File: config.mk
export PLATFORM = sky130hd
export DESIGN_NAME = sqrt_rem_ctrl
export DESIGN_NICKNAME = d
export VERILOG_FILES = /design/src/rtl/sqrt_pkg.sv /design/src/rtl/sqrt_step.sv /design/src/rtl/sqrt_rem_ctrl.sv
export SDC_FILE = /design/constraint.sdc
export NUM_CORES = 1
export LEC_CHECK = 0
export BUFFER_PORTS_ARGS = -buffer_cell sky130_fd_sc_hd__buf_2
export CORE_MARGIN = 2
export CORE_UTILIZATION = 55
export CTS_CLUSTER_DIAMETER = 200
export CTS_CLUSTER_SIZE = 40
export DETAILED_ROUTE_END_ITERATION = 10
export PLACE_DENSITY = 0.82
export SLEW_MARGIN = 20
export SYNTH_ARGS = -nofsm -noshare
export SYNTH_HDL_FRONTEND = slang
export SYNTH_SLANG_ARGS = --single-unit
File: constraint.sdc
create_clock -name clk -period 2.9 [get_ports clk]
set_clock_uncertainty 0.1 [all_clocks]
set_input_delay 0.29 -clock clk [delete_from_list [all_inputs] [get_ports clk]]
set_output_delay 0.29 -clock clk [all_outputs]
set_load 0.02 [all_outputs]
File: src/rtl/sqrt_pkg.sv
// Shared definitions for the restoring square-root sequencer: state codes,
// default radicand width and counter sizing.
package sqrt_pkg;

    localparam int DEFAULT_WIDTH = 16;
    localparam int DEFAULT_ROOT_W = DEFAULT_WIDTH / 2;

    typedef logic [1:0] state_t;

    localparam state_t ST_IDLE = 2'd0;
    localparam state_t ST_LOAD = 2'd1;
    localparam state_t ST_CALC = 2'd2;
    localparam state_t ST_DONE = 2'd3;

    // A one-iteration configuration still needs a 1-bit counter to be legal.
    function automatic int cnt_width(input int root_w);
        return (root_w > 1) ? $clog2(root_w) : 1;
    endfunction

    localparam int DEFAULT_CNT_W = cnt_width(DEFAULT_ROOT_W);

endpackage

File: src/rtl/sqrt_step.sv
// One restoring square-root iteration: brings in two radicand bits, performs
// the trial subtraction and produces the next partial root and remainder.
module sqrt_step
    import sqrt_pkg::*;
#(
    parameter int ROOT_W = DEFAULT_ROOT_W
) (
    input  logic [ROOT_W:0]   rem,
    input  logic [ROOT_W-1:0] root,
    input  logic [1:0]        a_msb2,
    output logic [ROOT_W:0]   rem_next,
    output logic [ROOT_W-1:0] root_next
);

    localparam int EXT_W = ROOT_W + 3;

    logic [EXT_W-1:0] p;
    logic [EXT_W-1:0] t;
    logic [EXT_W-1:0] diff;
    logic             ge;

    // The rem <= 2*root invariant keeps the kept remainder within ROOT_W+1 bits.
    always_comb begin
        p         = {rem, a_msb2};
        t         = {1'b0, root, 2'b01};
        diff      = p - t;
        ge        = (p >= t);
        rem_next  = (ROOT_W + 1)'(ge ? diff : p);
        root_next = (root << 1) | ROOT_W'(ge);
    end

endmodule

File: src/rtl/sqrt_rem_ctrl.sv
// Sequencer for the digit-by-digit square root: drives the A/R shifter strobes,
// iterates sqrt_step once per CALC cycle and holds the final root/remainder.
module sqrt_rem_ctrl
    import sqrt_pkg::*;
#(
    parameter int WIDTH = DEFAULT_WIDTH
) (
    input  logic                 clk,
    input  logic                 rst_ld,
    input  logic                 start,
    input  logic [1:0]           a_msb2,
    output logic                 lda2,
    output logic                 shift,
    output logic                 busy,
    output logic                 done,
    output logic [WIDTH/2-1:0]   root,
    output logic [WIDTH/2:0]     rem
);

    localparam int ROOT_W = WIDTH / 2;
    localparam int CNT_W  = cnt_width(ROOT_W);
    localparam logic [CNT_W-1:0] CNT_LAST = CNT_W'(ROOT_W - 1);

    state_t            state_q, state_d;
    logic [CNT_W-1:0]  cnt_q, cnt_d;
    logic [ROOT_W-1:0] root_q, root_d;
    logic [ROOT_W:0]   rem_q, rem_d;
    logic              lda2_q, lda2_d;
    logic              shift_q, shift_d;
    logic              busy_q, busy_d;
    logic              done_q, done_d;

    logic [ROOT_W-1:0] root_step;
    logic [ROOT_W:0]   rem_step;

    sqrt_step #(
        .ROOT_W (ROOT_W)
    ) u_step (
        .rem       (rem_q),
        .root      (root_q),
        .a_msb2    (a_msb2),
        .rem_next  (rem_step),
        .root_next (root_step)
    );

    always_comb begin
        state_d = state_q;
        cnt_d   = cnt_q;
        root_d  = root_q;
        rem_d   = rem_q;
        case (state_q)
            ST_IDLE: begin
                if (start) begin
                    state_d = ST_LOAD;
                end
            end
            ST_LOAD: begin
                cnt_d   = '0;
                root_d  = '0;
                rem_d   = '0;
                state_d = ST_CALC;
            end
            ST_CALC: begin
                root_d = root_step;
                rem_d  = rem_step;
                if (cnt_q == CNT_LAST) begin
                    state_d = ST_DONE;
                end else begin
                    cnt_d = cnt_q + 1'b1;
                end
            end
            ST_DONE: begin
                state_d = ST_IDLE;
            end
            default: begin
                state_d = ST_IDLE;
            end
        endcase
    end

    // Strobes are registered straight from the next state so they come out of
    // flops, never from a decode of the state bits.
    always_comb begin
        lda2_d  = (state_d == ST_LOAD);
        shift_d = (state_d == ST_CALC);
        busy_d  = (state_d == ST_LOAD) || (state_d == ST_CALC);
        done_d  = (state_d == ST_DONE);
    end

    always_ff @(posedge clk or posedge rst_ld) begin
        if (rst_ld) begin
            state_q <= ST_IDLE;
            cnt_q   <= '0;
            root_q  <= '0;
            rem_q   <= '0;
            lda2_q  <= 1'b0;
            shift_q <= 1'b0;
            busy_q  <= 1'b0;
            done_q  <= 1'b0;
        end else begin
            state_q <= state_d;
            cnt_q   <= cnt_d;
            root_q  <= root_d;
            rem_q   <= rem_d;
            lda2_q  <= lda2_d;
            shift_q <= shift_d;
            busy_q  <= busy_d;
            done_q  <= done_d;
        end
    end

    assign lda2  = lda2_q;
    assign shift = shift_q;
    assign busy  = busy_q;
    assign done  = done_q;
    assign root  = root_q;
    assign rem   = rem_q;

endmodule

==> qor.yml <==
run_status: "completed"
grt_usage: 0.235
ctsResizeCount: 0
synth_seq_cells: 26
synthToLayoutAreaGrowth_pct: 12.7
ys_async_sr_fraction: 1.00
dp_hpwl_um: 2570
via_count: 1355
dieArea_um2: 3350
hold_buffers: 0
netlist_top_cells_area: "sky130_fd_sc_hd__dfrtp_1 (41%), sky130_fd_sc_hd__ha_1 (14%), sky130_fd_sc_hd__inv_1 (4.5%)"
reg2reg_setup_slack_ns: 0.55
grt_antenna_before_repair: 0
clk_root_buffer_cell: "sky130_fd_sc_hd__clkbuf_4"
yosys_most_used_dff: "sky130_fd_sc_hd__dfrtp_1"
critPathTopFamily: "compound AO/OA/AOI/OAI gates"
internal_power_w: 0.00116
vias_per_cell: 6.22
yosysSeqAreaShare: 0.408
port-buffer-count: 25
nNetsFinal: 211
fillCellCount: 230
drt-total-wl_um: 3410
net-switching-power_w: 0.00107
sw_frac_of_total: 0.479
insertion_delay_ns: 0.32
initial_utilization: 0.578
rr_worst_depth: 7
crit_path_max_incr_delay_ns: 0.41
sink_count: 26
final-max-slew-violation-count: 0
synth_enable_flop_cells: 0
row_count: 19
average_wire_per_cell_in_the_routed_design_um: 15.7
min_path_type: "in2async"
remaining_max_slew_budget_at_the_tightest_pin: 0.364
synth.cell_area_um2: 1600
first_global_vias: 1321
p_leak_nw: 0.925
synth_largest_area_cell: "sky130_fd_sc_hd__dfrtp_1"
final.period_utilization: 0.811
post_synth_most_frequent_cells: "sky130_fd_sc_hd__dfrtp_1 (26), sky130_fd_sc_hd__inv_1 (19), sky130_fd_sc_hd__ha_1 (18), sky130_fd_sc_hd__nor2_1 (10), sky130_fd_sc_hd__nand2_1 (8)"
power_frac_seq: 0.244
power.clock.fraction: 0.109
tritoncts.num_buffers: 3
die_h_um: 57.9
final_antenna_violating_net_count: 0
worstPathArrival_ns: 2.47
design.portCount: 26
drt_first_iter_violations: 68
antenna-diode-count: 0
post_route_cells_drive_above_1_share: 0.198
worst_setup_path_end_kind: "register"
netlist-cell-type-count: 39
max_clock_freq_ghz: 0.425
hold_viol_final: 0
crit_type: "reg2reg"
crit_buf_inv: 1
rsz0062_at_grt: "no"
ctsLongestPathBuffers: 2
critical_path.slowest_cell: "sky130_fd_sc_hd__dfrtp_1"
combPwrFrac: 0.647
syn-mean-instance-area_um2: 9.85
yosysMostFrequentCell: "sky130_fd_sc_hd__dfrtp_1"
routed-wl-met3_um: 272
r2r-start: "root[0]"
crit_path_start_kind: "register"
path_max_fanout: 8
drc: 0
power_density_nw_per_um2: 1240
cts.htree.levels: 1
drt-pass1-iter-count: 4
place_congestion: 0.898
cts_setup_buffers: 0
worst_ir_drop_vdd_uv: 903
crit-reg2reg-capture: "rem[5]"
worst-endpoint-required_ns: 3.02
grt_pass1_wl_um: 6080
dr_wl_met2_um: 1650
die_width_um: 57.9
setup_total_negative_slack_ns: 0
yosys_warnings: 0
max_cap_violations: 0
yosys.area.top_type_share: 0.408
crit_chain: "inv_1 -> ha_1 -> o21ai_1 -> a2111oi_4 -> o211ai_1 -> and2_1 -> a311o_1"
synth_fp_nets: 185
routed.top_layer: "met4"
total_congestion_overflow_after_global_routing: 0
routedLengthMet1_um: 1440
cts_tree: "yes"
post_synth_inst_count: 162
clkTransAtPathRegs_ns: 0.14
worstMarginPinSlew_ns: 0.953
finalWorstPathRequiredPeriod_ns: 2.35
core_um2: 2760
total_power_w: 0.00223
timing.final.setup_violations: 0
grt_start_max_net_pins: 27
through the flow:
| stage | cell area [µm²] | cells | hold WS, ns | setup WS, ns | util |
|---|---|---|---|---|---|
| 6_report | 1800 | 218 | 0.0570 | 0.548 | 0.652 |
| 3_5_place_dp | 1750 | 214 | 0.397 | 0.616 | 0.633 |
| 5_1_grt | 1800 | 218 | 0.127 | 0.421 | 0.652 |
| 4_1_cts | 1800 | 218 | 0.0826 | 0.574 | 0.652 |
| 3_3_place_gp | 1750 | 214 | 0.392 | 0.668 | 0.633 |
| 2_1_floorplan | 1600 | 162 | 0.230 | 0.617 | - |
cell families after synthesis:
logic type / share of synthesized area
compound gates: 0.202
buf+inv: 0.0674
mux: 0.0141
flops: 0.408
fa+ha+maj: 0.141
simple gates: 0.140
xor+xnor: 0.0274
worst max path at each step:
stage                        from  slack [ns]  cells past startpoint      to
after floorplan           root[6]        0.62                      8  rem[7]
after CTS                 root[0]        0.57                      7  rem[5]
after detailed placement  root[1]        0.62                      8  rem[5]
final                     root[0]        0.55                      7  rem[5]
after global routing      root[1]        0.42                      8  rem[5]
after global placement    root[6]        0.67                      8  rem[7]
metal layers:
metal	track usage	up-vias
li1	-	642
met1	0.317	642
met2	0.390	65
met3	0.0491	6
met4	0.0565	0
met5	0	-
power by group through the flow:
| stage | Sequential (W) | Combinational, W | Clock, W |
|---|---|---|---|
| 6_report | 0.000544 | 0.00144 | 0.000243 |
| 5_1_grt | 0.000560 | 0.00158 | 0.000265 |
| 4_1_cts | 0.000544 | 0.00142 | 0.000249 |
| 3_5_place_dp | 0.000552 | 0.00140 | 0 |
| 3_3_place_gp | 0.000544 | 0.00136 | 0 |
| 2_1_floorplan | 0.000626 | 0.00102 | 0 |
final cells by class:
class,count,area (µm²),share of cell area
clock inverters,1,30.0,0.0167
repair buffers,28,148,0.0821
flip-flops and latches,26,651,0.362
well taps,31,38.8,0.0216
inverters,19,71.3,0.0397
clock buffers,3,22.5,0.0125
multi-input cells,110,837,0.466
sequential cells by signal, indices dropped and copies added, names as in the netlist:
register / flops
shift: 1
done: 1
rem: 9
cnt_q: 3
state_q: 2
busy: 1
lda2: 1
root: 8
layout by cell type (no fill, tap or decap), drive strengths merged, types with 2 or more instances in the layout:
cell / count
nor2: 10
nand2b: 3
ha: 18
a21o: 2
xnor2: 4
nor3: 5
clkbuf: 3
nand4: 5
mux2: 2
buf: 28
a22o: 2
dfrtp: 26
a211oi: 4
inv: 19
nand2: 8
o22ai: 3
a41oi: 2
o21ai: 8
nand3: 6
a221o: 3
nor2b: 4
o311ai: 3
a21oi: 4
a211o: 2
worst register-to-register path, cell delays in order (launching register included):
cell and delay (ns):
sky130_fd_sc_hd__dfrtp_1 0.41, sky130_fd_sc_hd__inv_1 0.09, sky130_fd_sc_hd__ha_1 0.34, sky130_fd_sc_hd__o21ai_1 0.16, sky130_fd_sc_hd__a2111oi_4 0.36, sky130_fd_sc_hd__o211ai_1 0.14, sky130_fd_sc_hd__and2_1 0.27, sky130_fd_sc_hd__a311o_1 0.39
Power figures use the tool's default switching activity.
